$ cat src/rtl/dac_pkg.sv
// dac_pkg: shared DAC-path constants and the FSM state type reused by the DAC drivers
package dac_pkg;
  localparam int unsigned FS_MV_DEFAULT = 3300;
  localparam int unsigned CODE_MAX = 255;
  localparam int NUM_W = 24;
  typedef enum logic [1:0] {IDLE, DIV, DONE} state_t;
endpackage

$ cat src/rtl/mv_to_code8.sv
// mv_to_code8: rounds a millivolt setpoint to an 8-bit DAC code with a bit-serial restoring divider
module mv_to_code8
  import dac_pkg::*;
#(
  parameter int unsigned FS_MV = FS_MV_DEFAULT
) (
  input  logic        clk,
  input  logic        reset,
  input  logic        start,
  input  logic [15:0] mV_in,
  output logic        busy,
  output logic        done,
  output logic [7:0]  code_out,
  output logic        sat_out
);
  localparam logic [15:0] FS = 16'(FS_MV);
  state_t state, state_next;
  logic [NUM_W-1:0] rem;
  logic [7:0] q;
  logic [2:0] idx;
  logic sat;
  logic [15:0] clamped;
  logic [NUM_W-1:0] num;
  logic [NUM_W:0] trial;
  logic accept, fits;
  assign clamped = (mV_in > FS) ? FS : mV_in;
  assign num = ({8'd0, clamped} << 8) - {8'd0, clamped} + NUM_W'(FS >> 1);
  assign trial = {1'b0, rem} - ({9'd0, FS} << idx);
  assign fits = !trial[NUM_W];
  assign accept = start && (state == IDLE || state == DONE);
  // state register
  always_ff @(posedge clk) begin
    if (reset) state <= IDLE;
    else state <= state_next;
  end
  // next state; busy/done decode straight from the state register
  always_comb begin
    state_next = accept ? DIV : (state == DIV) ? ((idx == 3'd0) ? DONE : DIV) : IDLE;
    busy = state == DIV;
    done = state == DONE;
  end
  // divider datapath: one quotient bit per DIV cycle, outputs land as DONE is entered
  always_ff @(posedge clk) begin
    if (reset) begin
      rem <= '0;
      q <= '0;
      idx <= '0;
      sat <= 1'b0;
      code_out <= '0;
      sat_out <= 1'b0;
    end else if (accept) begin
      rem <= num;
      q <= '0;
      idx <= 3'd7;
      sat <= mV_in > FS;
    end else if (state == DIV) begin
      if (fits) rem <= trial[NUM_W-1:0];
      q[idx] <= fits;
      idx <= idx - 3'd1;
      if (idx == 3'd0) begin
        code_out <= {q[7:1], fits};
        sat_out <= sat;
      end
    end
  end
endmodule

$ cat config.mk
export PLATFORM = sky130hd
export DESIGN_NAME = mv_to_code8
export DESIGN_NICKNAME = d
export VERILOG_FILES = /design/src/rtl/dac_pkg.sv /design/src/rtl/mv_to_code8.sv
export SDC_FILE = /design/constraint.sdc
export NUM_CORES = 1
export LEC_CHECK = 0
export ABC_AREA = 1
export ABC_CLOCK_PERIOD_IN_PS = 5500
export BUFFER_PORTS_ARGS = -buffer_cell sky130_fd_sc_hd__buf_2
export CAP_MARGIN = 20
export CORE_ASPECT_RATIO = 0.6
export CORE_MARGIN = 8
export CORE_UTILIZATION = 29
export DETAILED_ROUTE_END_ITERATION = 10
export PLACE_DENSITY = 0.42
export RECOVER_POWER = 25
export SLEW_MARGIN = 20
export SYNTH_ARGS = -nofsm -noshare
export SYNTH_HDL_FRONTEND = slang
export SYNTH_SLANG_ARGS = --single-unit
$ cat constraint.sdc
create_clock -name clk -period 5.5 [get_ports clk]
set_input_delay 1.375 -clock clk [delete_from_list [all_inputs] [get_ports clk]]
set_output_delay 1.375 -clock clk [all_outputs]
set_load 0.01 [all_outputs]
==> results by group <==
Critical path
  • CP startpoint kind: primary input
  • Highest-delay cell along the critical path: nand2_2
  • Critical Path Sink Type: flop
  • Critical path depth: 19
  • Worst path most repeated cell: a21oi_1
  • Arr. time, crit path: between 4000 and 5000 ps
  • Worst Setup SP: mV_in[8]
  • CP Buf/Inv Count: 3
  • Crit Path Class: primary input to flop
  • Maximum fanout along the worst path: 12
  • Worst path cell trace: buf_2, nor2_2, nand3_1, nor2_1, nand2_1, nand2_2, inv_2, nor2_1, inv_1, ha_1, ha_1, a21oi_1, o21ai_0, a21oi_1, nand2_1, a21oi_1, xor2_1, nand2_1, a21oi_1
  • CP top delay family: simple AND/OR/NAND/NOR gates
  • Worst reg2reg path depth: 20
  • Critical Path Max Stage Delay: roughly 310 ps
  • Launch point of the worst reg-to-reg path: idx[1]$_SDFFE_PP0N_
  • R2R setup slack: approximately 1400 ps
  • Reg2reg end: rem[3]$_SDFFE_PP0P_
  • CP required: between 5000 and 6000 ps

Cells and area
  • Nets@finish: 855
  • Non-Filler Instances: approximately 1000
  • # diodes: 0
  • Synth-to-layout area growth: 10.2%
  • Share of cells above drive strength 1: 8.45%

Power and ir drop
  • Comb pwr share: 52.4%
  • Internal power: ~800 uW
  • Pwr/cell area: 296 nW/um^2
  • NetSw: between 700 and 800 uW
  • Max IR drop VDD: 0.112 mV
  • Clock share of power: between 20% and 30%
  • Leakage: between 2 and 3 nW
  • Sw frac: ~47%
  • Sequential power share: between 20% and 30%

Global routing
  • Initial antenna violation count: 0
  • Vias in the first global route: 4504
  • Pin count of the biggest net entering global routing: 36
  • First-pass GRT wire length: around 25000 um
  • All-Layer GR Usage: between 10 and 15%
  • Gr ovfl total: 0

Timing
  • Clock Skew: just over 8 ps
  • Worst slew margin: between 30 and 40%
  • Final Setup Violations: 0
  • RSZ-0062 raised after global routing: no
  • Final Hold Vio Count: 0
  • Tightest Pin Transition: 935 ps
  • Final period utilization: a little over four fifths
  • Post-route setup TNS: 0 ps
  • Slew Viols, Final: 0
  • FMAX: 0.217 GHz
  • Final Critical Period: between 4000 and 5000 ps

Yosys
  • Top FF cell, synth: dfxtp_1
  • Register area share after synthesis: 19.3%
  • Post-synth EDFFs: 0
  • Post-synthesis register bit count: 45
  • Cell Area, Synth: about 4700 um^2
  • Syn avg cell area: approximately 6.1 um^2
  • Yosys warns: 0
  • Synth unique cells: 45
  • Syn Inst Count: 766
  • Ys async rst share: 0%

CTS
  • CTS Hold Bufs: 0
  • Clock Path Buffers: 2
  • Buffer count from post-CTS setup fixing: 0
  • CTS H-tree lvls: 2
  • # clock sinks: between 40 and 50
  • Total CTS buffers: 5
  • Clock transition at the registers of the reported paths: 70 ps
  • Resized cells post-CTS: 0
  • Skew-Pair Late Insertion Delay: roughly 300 ps
  • CTS root buffer: clkbuf_16
  • CTS tree: done

Drt
  • WL met3: between 700 and 800 um
  • Met2 wire length: 5250 um
  • Routed WL: between 15000 and 20000 um
  • DRC: 0
  • Post-DR wirelength/cell: roughly 15 um
  • Top Layer Used: met4
  • Vias post-DR: slightly below 5000
  • Via/cell ratio: 4.92
  • Antenna-violating nets left: 0
  • 1st-iter DRT viols: ~360
  • Drt first pass iters: 5
  • Met1 Routed Length: about 9300 um

Floorplanning
  • Row Count: 36
  • Die area: around 20000 um^2
  • Chip width: ~180 um
  • Initial core utilization: ~29%
  • CORE AREA: approximately 16000 um^2
  • Chip Height: 114 um
  • # IOs: 30

Min path
  • Hold EP: code_out[7]$_SDFFE_PP0P_
  • Worst hold path type: flop to flop
  • Hold-critical path depth: 2
  • Origin of the worst min-delay path: code_out[7]$_SDFFE_PP0P_

Outcome
  • Status: finished, final reports clean

Run
  • Max-cap viol count: 0

Placement
  • # port buffers: 29
  • DPL Wire Length: roughly 13000 um
  • Dpl cells: between 900 and 1000
  • Routability cong.: 0.852
## synth_stat cells (3+ instances only)
library cell / n / share of area [%]
nand2_4: 6 / 1.4
nor2_1: 77 / 6.2
buf_6: 3 / 0.72
or2_2: 3 / 0.40
clkbuf_1: 10 / 0.80
nand3_1: 63 / 6.8
xnor2_1: 4 / 0.75
inv_1: 112 / 9.0
a31oi_1: 5 / 0.67
a21o_1: 3 / 0.48
dfxtp_1: 45 / 19
nor3_1: 5 / 0.54
o21ai_0: 64 / 6.9
nor4_1: 5 / 0.67
inv_2: 3 / 0.24
xor2_1: 9 / 1.7
a21oi_1: 69 / 7.4
buf_2: 4 / 0.43
nand4_1: 8 / 1.1
o21ai_1: 3 / 0.32
nand2_1: 179 / 14
nand3_2: 6 / 1.3
nand2_2: 5 / 0.67
ha_1: 43 / 12
## stage by stage
stage | hold WS (ps) | setup slack [ps] | power, mW | util [%] | area, um^2
after floorplan | 454 | 1700 | 1.00 | - | 4690
after global placement | 448 | 689 | 1.20 | 31.3 | 5000
after detailed placement | 452 | 634 | 1.20 | 31.3 | 5000
after CTS | 463 | 931 | 1.52 | 32.2 | 5150
after global routing | 482 | 537 | 1.66 | 32.2 | 5140
final | 460 | 884 | 1.52 | 32.2 | 5140
## layout make-up
type | count | area [um^2]
Clock buffer | 5 | 125
Inverter | 116 | 438
Fill cell | 1780 | 10800
Clock inverter | 3 | 25.0
Tap cell | 209 | 262
Multi-Input combinational cell | 592 | 3240
Timing Repair Buffer | 32 | 156
Sequential cell | 45 | 901
## worst register-to-register path, delay by kind of cell (launching register included)
family	cells	cell delay [ps]
AO/OA/AOI/OAI	1	250
adder cells (fa/ha/maj)	3	1090
buffers and inverters	3	660
AND/OR/NAND/NOR	13	1610
flip-flops	1	410
## power by group through the flow
stage	combinational (mW)	clock, mW	sequential, mW
final	0.798	0.320	0.405
after global routing	0.904	0.343	0.411
after CTS	0.789	0.331	0.405
after detailed placement	0.785	0	0.412
after global placement	0.788	0	0.412
after floorplan	0.601	0	0.399
## worst max path at each step
stage / to / slack, ps
after floorplan: rem[19]$_SDFFE_PP0P_ / 1700
after global placement: rem[18]$_SDFFE_PP0P_ / 690
after detailed placement: rem[18]$_SDFFE_PP0P_ / 630
after CTS: rem[18]$_SDFFE_PP0P_ / 930
after global routing: rem[18]$_SDFFE_PP0P_ / 540
final: rem[18]$_SDFFE_PP0P_ / 880
## cells in the final DEF (no fill, tap or decap), types with 3 or more instances in the layout
master	Yosys	routed
clkbuf_16	0	5
clkbuf_1	10	9
nor2_1	77	77
nor3_1	5	5
ha_1	43	43
nand2_4	6	6
inv_2	3	3
xnor2_1	4	4
a31oi_1	5	5
xor2_1	9	9
nand2_1	179	179
buf_2	4	20
or2_2	3	3
o21ai_1	3	3
nand3_2	6	6
conb_1	2	8
a21o_1	3	3
nand3_1	63	63
dfxtp_1	45	45
o21ai_0	64	64
nor4_1	5	5
a21oi_1	69	69
nand2_2	5	5
buf_4	0	3
inv_1	112	112
nand4_1	8	8
## routing by layer
metal  global-route usage, %  vias up
met1                    25.0     2267
met4                    1.82        0
met5                       0        -
li1                        -     2555
met3                    2.34        4
met2                    18.8      100
## sequential cells by signal (all words and copies together), names as in the netlist
name      cells
idx           3
code_out      8
sat_out       1
rem          23
q             7
state         2
sat           1
## cell families after synthesis
group / count (synthesis) / synth area share [%]
simple gates: 366 / 35.6
compound gates: 161 / 18.7
buf+inv: 135 / 11.8
flops: 45 / 19.3
fa+ha+maj: 44 / 12.0
xor+xnor: 13 / 2.44
other cells: 2 / 0.161
(Power assumes the default switching activity.)
